==> config.mk <==
export PLATFORM = sky130hd
export DESIGN_NAME = clock_display_scan
export DESIGN_NICKNAME = d
export VERILOG_FILES = /design/src/rtl/clock_display_scan.sv
export SDC_FILE = /design/constraint.sdc
export NUM_CORES = 1
export LEC_CHECK = 0
export ABC_CLOCK_PERIOD_IN_PS = 8300
export CAP_MARGIN = 20
export CORE_MARGIN = 2
export CORE_UTILIZATION = 64
export CTS_BUF_LIST = sky130_fd_sc_hd__clkbuf_16
export CTS_CLUSTER_DIAMETER = 150
export DETAILED_ROUTE_END_ITERATION = 12
export GPL_TIMING_DRIVEN = 0
export PLACE_DENSITY = 0.93
export REMOVE_ABC_BUFFERS = 1
export SLEW_MARGIN = 20
export SYNTH_ARGS = -nofsm -noshare
export SYNTH_HDL_FRONTEND = slang
export SYNTH_SLANG_ARGS = --single-unit
==> constraint.sdc <==
create_clock -name clk -period 8.3 [get_ports clk]
set_input_delay 2.075 -clock clk [delete_from_list [all_inputs] [get_ports clk]]
set_output_delay 2.075 -clock clk [all_outputs]
set_load 0.01 [all_outputs]
==> src/rtl/clock_display_scan.sv <==
// clock_display_scan: 8-digit multiplexed time/date display with a per-frame snapshot and BCD conversion.
// Build option: define LEADING_ZERO_BLANK_EN to blank a zero tens-of-hours / tens-of-days digit.
module clock_display_scan #(
   parameter int unsigned SCAN_DIV = 1000
) (
   input  logic        clk,
   input  logic        rst,
   input  logic        mode,
   input  logic [5:0]  sec_bin,
   input  logic [5:0]  min_bin,
   input  logic [4:0]  hour_bin,
   input  logic [4:0]  day_bin,
   input  logic [3:0]  month_bin,
   input  logic [13:0] year_bin,
   output logic [6:0]  seg_n,
   output logic        dp_n,
   output logic [7:0]  an_n,
   output logic        frame_start
);
   typedef enum logic [2:0] {IDLE, LOAD, SHIFT, NEXT, COMMIT} state_t;

`ifdef LEADING_ZERO_BLANK_EN
   localparam logic LZB = 1'b1;
`else
   localparam logic LZB = 1'b0;
`endif
   localparam logic [15:0] DIV_LAST = 16'(SCAN_DIV - 1);

   logic [15:0] cnt_q, cnt_d;
   logic [2:0]  dig_q, dig_d;
   logic        run_q, run_d;
   logic        scan_tick;
   logic [40:0] snap_q, snap_d;
   state_t      state_q, state_d;
   logic [2:0]  fld_q, fld_d;
   logic [3:0]  bit_q, bit_d;
   logic [13:0] bin_q, bin_d;
   logic [15:0] bcd_q, bcd_d, bcd_adj;
   logic [55:0] res_q, res_d, bank_q, bank_d;
   logic        page_q, page_d;
   logic [6:0]  seg_q, seg_d;
   logic        dp_q, dp_d;
   logic [7:0]  an_q, an_d;
   logic [3:0]  nib_s, fw_s;
   logic [13:0] fv_s;
   logic        blank_s, dpl_s;

   function automatic logic [15:0] add3(input logic [15:0] v);
      logic [15:0] r;
      r = v;
      for (int i = 0; i < 4; i++) begin
         if (r[i*4 +: 4] >= 4'd5) r[i*4 +: 4] = r[i*4 +: 4] + 4'd3;
         else                     r[i*4 +: 4] = r[i*4 +: 4];
      end
      return r;
   endfunction

   function automatic logic [6:0] seg_code(input logic [3:0] v);
      case (v)
         4'd0:    return 7'b1000000;
         4'd1:    return 7'b1111001;
         4'd2:    return 7'b0100100;
         4'd3:    return 7'b0110000;
         4'd4:    return 7'b0011001;
         4'd5:    return 7'b0010010;
         4'd6:    return 7'b0000010;
         4'd7:    return 7'b1111000;
         4'd8:    return 7'b0000000;
         4'd9:    return 7'b0010000;
         default: return 7'b1111111;
      endcase
   endfunction

   function automatic logic [3:0] fld_width(input logic [2:0] f);
      case (f)
         3'd0, 3'd1: return 4'd6;
         3'd2, 3'd3: return 4'd5;
         3'd4:       return 4'd4;
         default:    return 4'd14;
      endcase
   endfunction

   function automatic logic [13:0] fld_val(input logic [39:0] s, input logic [2:0] f);
      case (f)
         3'd0:    return {8'd0, s[5:0]};
         3'd1:    return {8'd0, s[11:6]};
         3'd2:    return {9'd0, s[16:12]};
         3'd3:    return {9'd0, s[21:17]};
         3'd4:    return {10'd0, s[25:22]};
         default: return s[39:26];
      endcase
   endfunction

   // Prescaler, digit index and frame snapshot
   always_comb begin
      scan_tick = (cnt_q == DIV_LAST);
      cnt_d     = scan_tick ? 16'd0 : cnt_q + 16'd1;
      run_d     = run_q | scan_tick;
      if (scan_tick) dig_d = run_q ? dig_q + 3'd1 : 3'd0;
      else           dig_d = dig_q;
      frame_start = scan_tick & (dig_d == 3'd0) & ~rst;
      if (frame_start)
         snap_d = {mode, (year_bin > 14'd9999) ? 14'd9999 : year_bin,
                   month_bin, day_bin, hour_bin, min_bin, sec_bin};
      else
         snap_d = snap_q;
   end

   // Conversion FSM; LOAD shifts in the field MSB so each field costs width+1 cycles
   always_comb begin
      state_d = state_q;
      fld_d   = fld_q;
      bit_d   = bit_q;
      bin_d   = bin_q;
      bcd_d   = bcd_q;
      res_d   = res_q;
      bank_d  = bank_q;
      page_d  = page_q;
      fw_s    = fld_width(fld_q);
      fv_s    = fld_val(snap_q[39:0], fld_q);
      bcd_adj = add3(bcd_q);
      case (state_q)
         IDLE: begin
            if (frame_start) begin
               state_d = LOAD;
               fld_d   = 3'd0;
            end else begin
               state_d = IDLE;
            end
         end
         LOAD: begin
            bin_d   = fv_s;
            bcd_d   = {15'd0, fv_s[fw_s - 4'd1]};
            bit_d   = fw_s - 4'd2;
            state_d = SHIFT;
         end
         SHIFT: begin
            bcd_d = {bcd_adj[14:0], bin_q[bit_q]};
            if (bit_q == 4'd0) state_d = NEXT;
            else               bit_d   = bit_q - 4'd1;
         end
         NEXT: begin
            case (fld_q)
               3'd0:    res_d[7:0]   = bcd_q[7:0];
               3'd1:    res_d[15:8]  = bcd_q[7:0];
               3'd2:    res_d[23:16] = bcd_q[7:0];
               3'd3:    res_d[31:24] = bcd_q[7:0];
               3'd4:    res_d[39:32] = bcd_q[7:0];
               default: res_d[55:40] = bcd_q;
            endcase
            if (fld_q == 3'd5) begin
               state_d = COMMIT;
            end else begin
               fld_d   = fld_q + 3'd1;
               state_d = LOAD;
            end
         end
         COMMIT: begin
            bank_d  = res_q;
            page_d  = snap_q[40];
            state_d = IDLE;
         end
         default: state_d = IDLE;
      endcase
   end

   // Digit mux and segment encode, latched only on scan_tick
   always_comb begin
      nib_s   = 4'd0;
      blank_s = 1'b1;
      dpl_s   = 1'b0;
      if (!page_q) begin
         case (dig_d)
            3'd0: begin nib_s = bank_q[3:0];   blank_s = 1'b0; end
            3'd1: begin nib_s = bank_q[7:4];   blank_s = 1'b0; end
            3'd2: begin nib_s = bank_q[11:8];  blank_s = 1'b0; dpl_s = 1'b1; end
            3'd3: begin nib_s = bank_q[15:12]; blank_s = 1'b0; end
            3'd4: begin nib_s = bank_q[19:16]; blank_s = 1'b0; dpl_s = 1'b1; end
            3'd5: begin nib_s = bank_q[23:20]; blank_s = LZB && (bank_q[23:20] == 4'd0); end
            default: blank_s = 1'b1;
         endcase
      end else begin
         case (dig_d)
            3'd0: begin nib_s = bank_q[43:40]; blank_s = 1'b0; end
            3'd1: begin nib_s = bank_q[47:44]; blank_s = 1'b0; end
            3'd2: begin nib_s = bank_q[51:48]; blank_s = 1'b0; end
            3'd3: begin nib_s = bank_q[55:52]; blank_s = 1'b0; end
            3'd4: begin nib_s = bank_q[35:32]; blank_s = 1'b0; dpl_s = 1'b1; end
            3'd5: begin nib_s = bank_q[39:36]; blank_s = 1'b0; end
            3'd6: begin nib_s = bank_q[27:24]; blank_s = 1'b0; dpl_s = 1'b1; end
            default: begin nib_s = bank_q[31:28]; blank_s = LZB && (bank_q[31:28] == 4'd0); end
         endcase
      end
      if (scan_tick) begin
         an_d  = ~(8'd1 << dig_d);
         seg_d = blank_s ? 7'h7F : seg_code(nib_s);
         dp_d  = ~dpl_s;
      end else begin
         an_d  = an_q;
         seg_d = seg_q;
         dp_d  = dp_q;
      end
   end

   // State registers
   always_ff @(posedge clk) begin
      if (rst) begin
         cnt_q   <= 16'd0;
         dig_q   <= 3'd0;
         run_q   <= 1'b0;
         snap_q  <= 41'd0;
         state_q <= IDLE;
         fld_q   <= 3'd0;
         bit_q   <= 4'd0;
         bin_q   <= 14'd0;
         bcd_q   <= 16'd0;
         res_q   <= 56'd0;
         bank_q  <= 56'd0;
         page_q  <= 1'b0;
         seg_q   <= 7'h7F;
         dp_q    <= 1'b1;
         an_q    <= 8'hFF;
      end else begin
         cnt_q   <= cnt_d;
         dig_q   <= dig_d;
         run_q   <= run_d;
         snap_q  <= snap_d;
         state_q <= state_d;
         fld_q   <= fld_d;
         bit_q   <= bit_d;
         bin_q   <= bin_d;
         bcd_q   <= bcd_d;
         res_q   <= res_d;
         bank_q  <= bank_d;
         page_q  <= page_d;
         seg_q   <= seg_d;
         dp_q    <= dp_d;
         an_q    <= an_d;
      end
   end

   assign seg_n = seg_q;
   assign dp_n  = dp_q;
   assign an_n  = an_q;
endmodule

---- After elaboration in Yosys (flattened, before gate mapping) ----
Memory sizes are Yosys's and may differ from the RTL's.
Index checks and enable logic that the tools add are counted.
storage, ports and cells
  flip-flop bits (word level) ............. 230
  memory bits (read-only) ................. 112
  bits of input ports ..................... 43
  output and inout port bits .............. 17
  logic and storage cells ................. 119
  memories kept ........................... 1
cells by class
  add/subtract/negate cells ............... 10
  $lt $le $gt $ge ......................... 7
  equal/unequal tests ..................... 20
  shift-type cells ........................ 1
  multiplexer cells ....................... 32
  bitwise logic cells ..................... 7
  reduce and logical (&&, ||, !) cells .... 21
memories
  name              depth  bits a word  rd ports  clocked after Yosys merged registers in  wr ports  RTL line  RTL
  (name not given)  16     7            1         0                                        0         59        case (v)
operator list
  cell                                                                number
  one-hot mux 14 bit (5 select lines)                                 1
  one-hot mux 16 bit (2 select lines)                                 1
  one-hot mux 4 bit (7 select lines)                                  1
  one-hot mux 4 bit (6 select lines)                                  1
  two-way mux 3 bit                                                   7
  two-way mux 4 bit                                                   5
  equality test 3 x 2 -> 1 bit (second input constant)                6
  equality test 3 bit (second input constant)                         6
  adder 16 x 1 -> 16 bit (second input constant)                      1
  equality test 16 x 10 -> 1 bit (second input constant)              1
  greater-or-equal comparator 4 x 3 -> 1 bit (second input constant)  4
  > comparator 14 bit (second input constant)                         1
  two-way mux 14 bit                                                  1
  AND reduction 2 bit                                                 7
  adder 4 x 2 -> 4 bit (second input constant)                        3
  one-hot mux 3 bit (4 select lines)                                  1
  one-hot mux 4 bit (3 select lines)                                  1
  < comparator 4 x 5 -> 1 bit (second input constant)                 2
  OR reduction 2 bit                                                  5
  equality test 3 x 1 -> 1 bit (second input constant)                3
  logical NOT 3 bit                                                   3
  binary-select mux 1 bit (select 4 bit)                              2
  two-way mux 1 bit                                                   8
  != test 2 bit (second input constant)                               4
  17 further kinds                                                    23

---- Longest topological paths before layout ----
  depth in word-level cells ............... 8
  gate-level depth with buffers ........... 15
  mapped depth without buffers ............ 13

---- Worst setup path before layout ----
No wires, ideal clock.
  kind .................................... input port to output port
  start ................................... input port rst
  end ..................................... output port frame_start
  arrival time ............................ 2.652 ns
  required time ........................... 6.225 ns
  path slack .............................. 3.573 ns
  stages on the path ...................... 1
  buffers on the path ..................... 0
  cells stage by stage .................... nor4_1
between the ends
  word-level cells in the longest chain between the ends .. 2
ends and longest elaborated chain
  item               RTL line  RTL
  start, declared    7         input logic rst,
  NOT 1 bit          101       frame_start = scan_tick & (dig_d == 3'd0) & ~rst;
  bitwise AND 1 bit  101
  end, declared      18        output logic frame_start
Every way passes these cells.

---- Final worst setup path ----
Same ends and word-level chain as after synthesis.

==> results.md <==
* Final Cell Area at about 0.012 mm²
* Delay-heaviest family, CP: simple AND/OR/NAND/NOR gates
* Number of fillers in the final layout at approximately 1100
* Kind of critical path: input pin to output port
* Via count at 9013
* Crit-path slowest cell: nor4_1
* Leak at around 3.9 nW
* Grt total ovfl at 0
* DIE AREA at roughly 0.017 mm²
* Pin count of the biggest net entering global routing at 111
* Chip height at approximately 130 µm
* Vias in the first global route at 8541
* # hold bufs at CTS at 0
* Most frequent cell after synthesis: nand2_1
* Setup Buffers After CTS at 0
* Synth Cell Area at about 0.01 mm²
* Cell variety after synth at 68
* Req. time, crit path at 6.23 ns
* Count of final hold-check violations at 0
* Slew @ Worst Pin at 1.097 ns
* Max incr delay on CP at 0.94 ns
* Slew Limit Fails at 0
* Post-route ant nets at 0
* Port buffer count at 59
* Pre-Repair DR Iteration Count at 5
* Placed inst area at 0.01086 mm²
* Fmax at approximately 160 MHz
* Unrepaired setup endpoints after global routing: false
* Post-synthesis register bit count at 230
* Syn_area_per_cell at 8.096 µm²
* Clk buf depth at 3
* Inst Count DP at 1452
* DRC at 0
* Area growth from synthesis to layout at 13.38%
* Chip width at approximately 130 µm
* Max-Cap Viols at 0
* Slew headroom at 26.58%
* Buf+Inv Stages, Crit Path at 2
* Synth area leaders: dfxtp_1 45%, nand2_1 10%, a21oi_1 7.7%, mux2i_1 5.5%, nor2_1 4.8%
* Pwr Density at 184.4 mW/mm²
* CP Cell Sequence: buf_8 -> nor4_1 -> clkdlybuf4s50_1
* H-tree level count at 1
* Final WL at 25.07 mm
* CP arrival at 4.01 ns
* # diodes at 0
* Layout cell share with drive strength beyond 1 at under 10%
* Core Util, Final at 73.49%
* Total Power at 2.129 mW
* Core box area at 0.01571 mm²
* Synth Instances at 1258
* First-pass GRT wire length at 41.00 mm
* Num CTS Buffers at 23
* HPWL Detailed at about 16 mm
* Clock transition at the registers of the reported paths at around 0.050 ns
* Predominant post-synthesis flop cell: dfxtp_1
* Setup TNS at 0 ns
* CTS tree: yes
* GRT Util Overall at between 20% and 30%
* Post-synth EDFFs at 0
* Commonest cells in the netlist: 279 x nand2_1, 230 x dfxtp_1, 156 x a21oi_1, 131 x nor2_1, 80 x clkbuf_1
* Non-Filler Instances at 1488
* Root buffer cell: clkbuf_16
* Worst hold-check path type: flop to flop
* Critical path capture point type: output port
* Register area at 0.004604 mm²
* Insertion delay to the later sink of the worst-skew pair at 0.52 ns
* Post-synth top area cell: dfxtp_1
* Max Clock Skew at between 0.015 and 0.02 ns
* DRT iter0 DRCs at 838
* Clk sink count at 230
* Initial Util at 64.82%
* Register area share after synthesis at 45.21%
* Routability congestion estimate from global placement at between 0.9 and 1
* # nets final at around 1300
* FFs w/ async S/R, synth at 0%
* Average wire per standard cell at 16.84 µm
* Share of the synthesized area in the top cell type at 45.21%
* Tmin final at 6.084 ns
* Element type at the critical path start: input pin
* Period Utilization, post-route at 73.30%
* Cts repair resizes at 0
* Io pins at 60
* # rows at 46
* Multi-input logic area at 0.005169 mm²
* Run status: finished, final reports clean
* # setup viols final at 0
* Initial antenna violation count at 0
* Vias per cell at 6.057
* Maximum VDD drop at 0.0001632 V
* Crit-path max FO at 110
* Syn. warnings at 0
per-layer routing:
layer	track usage (%)	wire length [µm]
met1	36.64	10270
met2	51.65	12340
met3	4.018	1353
met4	13.22	1104
met5	0	0
per-stage QoR:
step,hold slack [ns],setup slack (ns)
after CTS,0.4493,2.288
after floorplan,0.4175,3.573
after detailed placement,0.4406,2.287
after global routing,0.4677,2.179
after global placement,0.4296,-3.244
final,0.4502,2.216
cells by family after synthesis:
| logic type | Yosys count | synth area share, % |
|---|---|---|
| AND/OR/NAND/NOR | 543 | 23.03 |
| AO/OA/AOI/OAI | 260 | 15.18 |
| flip-flops | 230 | 45.21 |
| buffers and inverters | 111 | 4.324 |
| multiplexers | 72 | 7.899 |
| XOR/XNOR | 22 | 1.892 |
| adder cells (fa/ha/maj) | 20 | 2.457 |
cell usage in the layout (no fill, tap or decap), drive strengths merged, types with 3 or more instances in the layout:
cell type      netlist  final
nand2              279    279
dfxtp              230    230
a21oi              156    156
nor2               131    131
clkdlybuf4s50        0     58
mux2i               56     56
nor3                35     35
o21ai               31     31
nand3               29     29
inv                 21     26
clkbuf              80     23
ha                  20     20
a22oi               17     17
xor2                13     13
nand2b              12     12
mux2                11     11
buf                 10     10
xnor2                9      9
nor3b                9      9
nand4                8      8
nor4                 8      8
and3                 7      7
o21bai               7      7
and2                 7      7
a221oi               7      7
clkinv               0      6
nor2b                5      5
a211oi               5      5
mux4                 5      5
o31ai                4      4
o211ai               3      3
o22a                 3      3
a32oi                3      3
a311oi               3      3
or3                  3      3
a31oi                3      3
and4                 3      3
o22ai                3      3
worst reg2reg max path, stage by stage, from the launching register on:
cell     delay [ns]
dfxtp_1        0.35
ha_1           0.24
and3_1         0.25
and4_1         0.85
mux2i_1        0.77
a22oi_1        0.19
o21ai_0        0.11
a21oi_1        0.18
nor3_1         0.45
inv_1          0.13
ha_1           0.32
inv_1          0.05
o21a_1         0.18
a21oi_1        0.12
registers in the layout, indices dropped and copies added (netlist names), 4 cells and up:
name and cells:
an_n 8, bin_q 14, snap_q 41, res_q 56
seg_n 7, bank_q 56, bit_q 4, cnt_q 16
bcd_q 16
path summary, 6_finish.rpt:
kind,end,startpoint,cells after the start,slack (ns)
setup reg to reg,seg_n[3],cnt_q[0],13,4.05
setup / recovery,frame_start,rst,3,2.22
hold reg to reg,bank_q[40],res_q[40],2,0.45
hold / removal,bank_q[40],res_q[40],2,0.45
where the power goes:
group	total, mW	switching [mW]	internal, mW
clock	0.978	0.418	0.560
combinational	0.0449	0.0231	0.0218
sequential	1.11	0.00104	1.10
area by class of cell:
class / instances / area share [%]
clock buffers: 23 / 4.984
clock inverters: 13 / 0.9644
inverters: 21 / 0.6826
multi-input cells: 917 / 44.76
flip-flops and latches: 230 / 39.87
well taps: 216 / 2.340
repair buffers: 68 / 6.393
(Power assumes the default switching activity.)
==> variant 1 (same settings) <==
The option `LEADING_ZERO_BLANK_EN` is turned on by a define.
--- a/src/rtl/clock_display_scan.sv
+++ b/src/rtl/clock_display_scan.sv
@@ -1,5 +1,7 @@
 // clock_display_scan: 8-digit multiplexed time/date display with a per-frame snapshot and BCD conversion.
 // Build option: define LEADING_ZERO_BLANK_EN to blank a zero tens-of-hours / tens-of-days digit.
+`define LEADING_ZERO_BLANK_EN
+
 module clock_display_scan #(
    parameter int unsigned SCAN_DIV = 1000
 ) (
Behaviour: no difference found for any inputs over 10 cycles, from zero or initial values and one cycle with rst high; that may be too few to reach the edited logic, so the function may still have changed.
==> variant 1 against the unedited design <==
Non-clock buffer count up 5. Setup slack got worse by 0.26 ns. Register-to-register slack got worse by 0.20 ns. Fmax is 4.1% lower. Clock power rose by 6%. Area after synthesis shrank 0.42%. Sequential cell count unchanged. Sequential share of layout area down 0.24 points. Power up 2.8%. Final area grew 0.62%. Routed wire length shrank 0.32%. First-iteration DRC count increased by 22%. Critical path type is now reg2out. Largest power group unchanged.
==> variant 1: results (changes against the unedited design) <==
[worst_setup_path]
max_stage_delay_ns = 0.68  ; was 0.94 ns
rr_endpoint = seg_n[2]  ; was seg_n[3]
r2r_start = dig_q[0]  ; was cnt_q[0]
cp_max_fo = 41  ; was 110
r2r_slack_ns = 3.85  ; was 4.05 ns
r2r_cells = 12  ; was 13
crit_arrival_ns = 4.27  ; was 4.01 ns

[placement]
postPlaceCellArea_um2 = 10900  ; about the same
gp_congestion = 0.838  ; was 0.947
hpwl_um = 15800  ; was 16,100 µm

[global_route]
grt_use_met3_pct = 4.59  ; was 4.02%
grt_util_met2_pct = 51.8  ; was 51.6%
grt_max_degree = 107  ; was 111
grt_pass1_vias = 8470  ; was 8,541
met1_usage_pct = 35.7  ; was 36.6%
grt_pass1_wl_um = 40700  ; was 41,000 µm
grt_usage_pct = 29.7  ; was 29.6%

[logic_synthesis]
synth_seq_area_share_pct = 45.4  ; was 45.2%
synth.top_cells.by_count = nand2_1 (300), dfxtp_1 (230), a21oi_1 (178)  ; was nand2_1 (279), dfxtp_1 (230), a21oi_1 (156)
ys_types = 75  ; was 68
synth_area_leaders = dfxtp_1 (45%), nand2_1 (11%), a21oi_1 (8.8%), nor2_1 (4.5%), mux2i_1 (3.3%)  ; was dfxtp_1 (45%), nand2_1 (10%), a21oi_1 (7.7%), mux2i_1 (5.5%), nor2_1 (4.8%)

[finish]
fin_nets = 1350  ; was 1,324
drive_gt1_share_pct = 6.90  ; was 5.19%
fillers = 1074  ; was 1,103

[detailed_routing]
wl_per_cell_um = 16.4  ; was 16.8 µm
drcViolationCount = 0  ; unchanged
detail_route.vias_per_cell = 6.01  ; was 6.06
drt-initial-drc-count = 1024  ; was 838

[outcome]
status = finished, final reports clean  ; unchanged

[timing]
worst_slew_pin_slew_ns = 1.04  ; was 1.10 ns
clock_skew_ns = 0.0117  ; was 0.0171 ns

[clock_tree]
cts_buffers = 24  ; was 23

[worst_hold_path]
min-delay-path-class = reg2reg  ; unchanged
min_from = bin_q[6]  ; was res_q[40]
min_to = bin_q[6]  ; was bank_q[40]

[power]
irDropWorstVdd_mv = 0.203  ; was 0.163 mV

[variant 1: cell types whose count changed after synthesis, sizes merged, moves of 5 or more]
cell    unedited run  this run
a21oi            156       178
nand2            279       301
nand4              8         3
o21bai             7         2
a221oi             7         2
nand3             29        48
o32ai              0         5
mux2i             56        33
nor2             131       122
[variant 1: kinds of logic (layout without fill, tap and decap cells)]
kind of cell	count (synthesis)	in the layout	synth area share [%]
multiplexers	44	44	5.03
buffers and inverters	111	139	4.31
adder cells (fa/ha/maj)	20	20	2.47
AND/OR/NAND/NOR	569	569	24.7
AO/OA/AOI/OAI	282	282	16.3
flip-flops	230	230	45.4
XOR/XNOR	21	21	1.81
[variant 1: layer usage]
metal	vias up	routed length [µm]
met5	-	0
met4	0	1150
met3	95	1710
met2	397	12300
met1	4264	9810
li1	4382	-
[variant 1: area by class of cell]
| cell class | instances | area [µm²] | share of cell area [%] |
|---|---|---|---|
| clock buffers | 25 | 626 | 5.38 |
| clock inverters | 19 | 133 | 1.14 |
| inverters | 22 | 82.6 | 0.711 |
| multi-input cells | 936 | 5150 | 44.3 |
| flip-flops and latches | 230 | 4600 | 39.6 |
| well taps | 216 | 270 | 2.33 |
| repair buffers | 73 | 757 | 6.52 |
[variant 1: worst max-delay path by stage]
| stage | start | end | slack [ns] | depth (start not counted) |
|---|---|---|---|---|
| after floorplan | cnt_q[4] | frame_start | 2.68 | 5 |
| after detailed placement | rst | frame_start | 2.50 | 4 |
| final | dig_q[0] | frame_start | 1.95 | 9 |
| after CTS | dig_q[0] | frame_start | 2.04 | 9 |
| after global placement | rst | frame_start | -3.05 | 3 |
| after global routing | dig_q[0] | frame_start | 1.88 | 9 |
[variant 1: worst register-to-register path: cells and delay by family, from the launching register on]
family,cells,cell delay [ns]
AND/OR/NAND/NOR,5,2.32
adder cells (fa/ha/maj),2,0.47
multiplexers,1,0.24
AO/OA/AOI/OAI,3,0.70
buffers and inverters,1,0.05
flip-flops,1,0.60
[variant 1: through the flow]
stage | hold slack, ns | power, µW | instances | TNS [ns] | setup slack, ns
2_1_floorplan | 0.423 | 1140 | 1188 | 0 | 2.68
3_3_place_gp | 0.436 | 1170 | 1463 | -20.73 | -3.05
3_5_place_dp | 0.441 | 1180 | 1476 | 0 | 2.50
4_1_cts | 0.448 | 2190 | 1520 | 0 | 2.04
5_1_grt | 0.470 | 2250 | 1521 | 0 | 1.88
6_report | 0.450 | 2190 | 1521 | 0 | 1.95
[variant 1: power breakdown]
| group | internal (µW) | switching [µW] | total [µW] |
|---|---|---|---|
| clock network | 604 | 432 | 1040 |
| registers | 1110 | 1.19 | 1110 |
| logic | 22.3 | 23.8 | 46.1 |
==> variant 2 (config.mk and constraints unchanged) <==
Made on the original files. Reset style: asynchronous (`rst`), changed in one clocked block.
--- a/src/rtl/clock_display_scan.sv
+++ b/src/rtl/clock_display_scan.sv
@@ -203,7 +203,7 @@
    end
 
    // State registers
-   always_ff @(posedge clk) begin
+   always_ff @(posedge clk or posedge rst) begin
       if (rst) begin
          cnt_q   <= 16'd0;
          dig_q   <= 3'd0;
Function: no difference found for any inputs over 10 cycles, from zero or initial values and one cycle with rst high; that may be too few to reach the edited logic, so the function may still have changed.
==> variant 2 against the unedited design <==
Area after synthesis up 5.0%. Setup slack gained 0.56 ns. Final area is 5.6% higher. Routed wire length fell by 2.5%. Fmax is 10% higher. Sequential cell count unchanged. Clock skew is 0.0083 ns lower. Register-to-register slack lost 0.06 ns. Highest routed layer unchanged. Critical endpoint unchanged. Critical path type unchanged.
Power is not compared: it rests on default switching activity, and its combinational part moved more than twofold at a synthesized area within 25%.
==> variant 2: results (changes against the unedited design) <==
[placement]
hpwl_um = 16200  ; was 16,100 µm
gp_congestion = 0.840  ; was 0.947
dp.cells = 1228  ; was 1,452
pre_cts_slack_ns = 2.80  ; was 2.29 ns
postPlaceCellArea_um2 = 11500  ; was 10,900 µm²

[logic_synthesis]
ys_types = 77  ; was 68
synth_ff_type = dfrtp_1  ; was dfxtp_1
syn_inst = 992  ; was 1,258
synth.top_cells.by_count = dfrtp_1 (214), nand2_1 (175), mux2_2 (101)  ; was nand2_1 (279), dfxtp_1 (230), a21oi_1 (156)

[finish]
fin_util_pct = 74.0  ; was 73.5%
fillers = 1047  ; was 1,103
nMultiInputCombCells = 675  ; was 917
multiInputGateArea_um2 = 4560  ; was 5170 µm²
register_area_um2 = 5780  ; was 4600 µm²
inv_count = 30  ; was 21
buffer_area_share_pct = 6.22  ; was 6.39%
fin_cells = 1266  ; was 1,488

[outcome]
status = finished, final reports clean  ; unchanged

[worst_setup_path]
cp_max_fo = 3  ; was 110
crit_arrival_ns = 3.45  ; was 4.01 ns
r2r_start = cnt_q[11]  ; was cnt_q[0]

[global_route]
grt_pass1_vias = 8211  ; was 8,541
grt_pass1_wl_um = 40800  ; was 41,000 µm
grt_max_degree = 107  ; was 111
grt_usage_pct = 28.6  ; was 29.6%

[worst_hold_path]
min_from = snap_q[22]  ; was res_q[40]

[timing]
worst_slew_pin_slew_ns = 0.934  ; was 1.10 ns

[detailed_routing]
drt-initial-drc-count = 578  ; was 838

variant 2: cell count changes after synthesis, moves of 42 or more:
cell,unedited run,this run
a21oi_1,156,21
nand2_1,279,175
mux2_2,8,101
dfrtp_1,0,214
dfxtp_1,230,0
mux2i_1,56,14
nor2_1,131,59
variant 2: per-layer routing:
metal	up-vias	global-route usage (%)	wire length [µm]
li1	3548	-	-
met1	3872	35.4	9500
met5	-	0	0
met2	305	49.3	12500
met4	0	12.8	901
met3	82	5.29	1530
variant 2: final timing paths:
| check | cells past startpoint | slack [ns] | endpoint |
|---|---|---|---|
| max | 3 | 2.77 | frame_start |
| min | 2 | 0.47 | snap_q[22] |
| max reg2reg | 9 | 3.99 | seg_n[1] |
| min reg2reg | 2 | 0.47 | snap_q[22] |
| max in group asynchronous | 4 | 5.09 | res_q[11] |
| min in group asynchronous | 2 | 2.03 | snap_q[40] |
variant 2: power groups by stage:
| stage | logic (µW) | clock network [µW] | registers, µW |
|---|---|---|---|
| after floorplan | 260 | 0 | 1330 |
| after global placement | 316 | 0 | 1370 |
| after detailed placement | 347 | 0 | 1390 |
| after CTS | 361 | 983 | 1370 |
| after global routing | 401 | 1030 | 1390 |
| final | 362 | 978 | 1380 |
variant 2: logic make-up (layout without fill, tap and decap cells):
| logic type | after synthesis | after routing | share of synthesized area, % |
|---|---|---|---|
| compound gates | 167 | 167 | 10.3 |
| xor+xnor | 20 | 20 | 1.64 |
| fa+ha+maj | 20 | 20 | 2.34 |
| buf+inv | 87 | 141 | 3.53 |
| flops | 230 | 230 | 54.0 |
| mux | 121 | 121 | 13.1 |
| simple gates | 347 | 347 | 15.0 |
variant 2: critical path: stages:
cell and delay, ns:
clkdlybuf4s50_1 0.54, nor3_1 0.25, clkdlybuf4s50_1 0.58
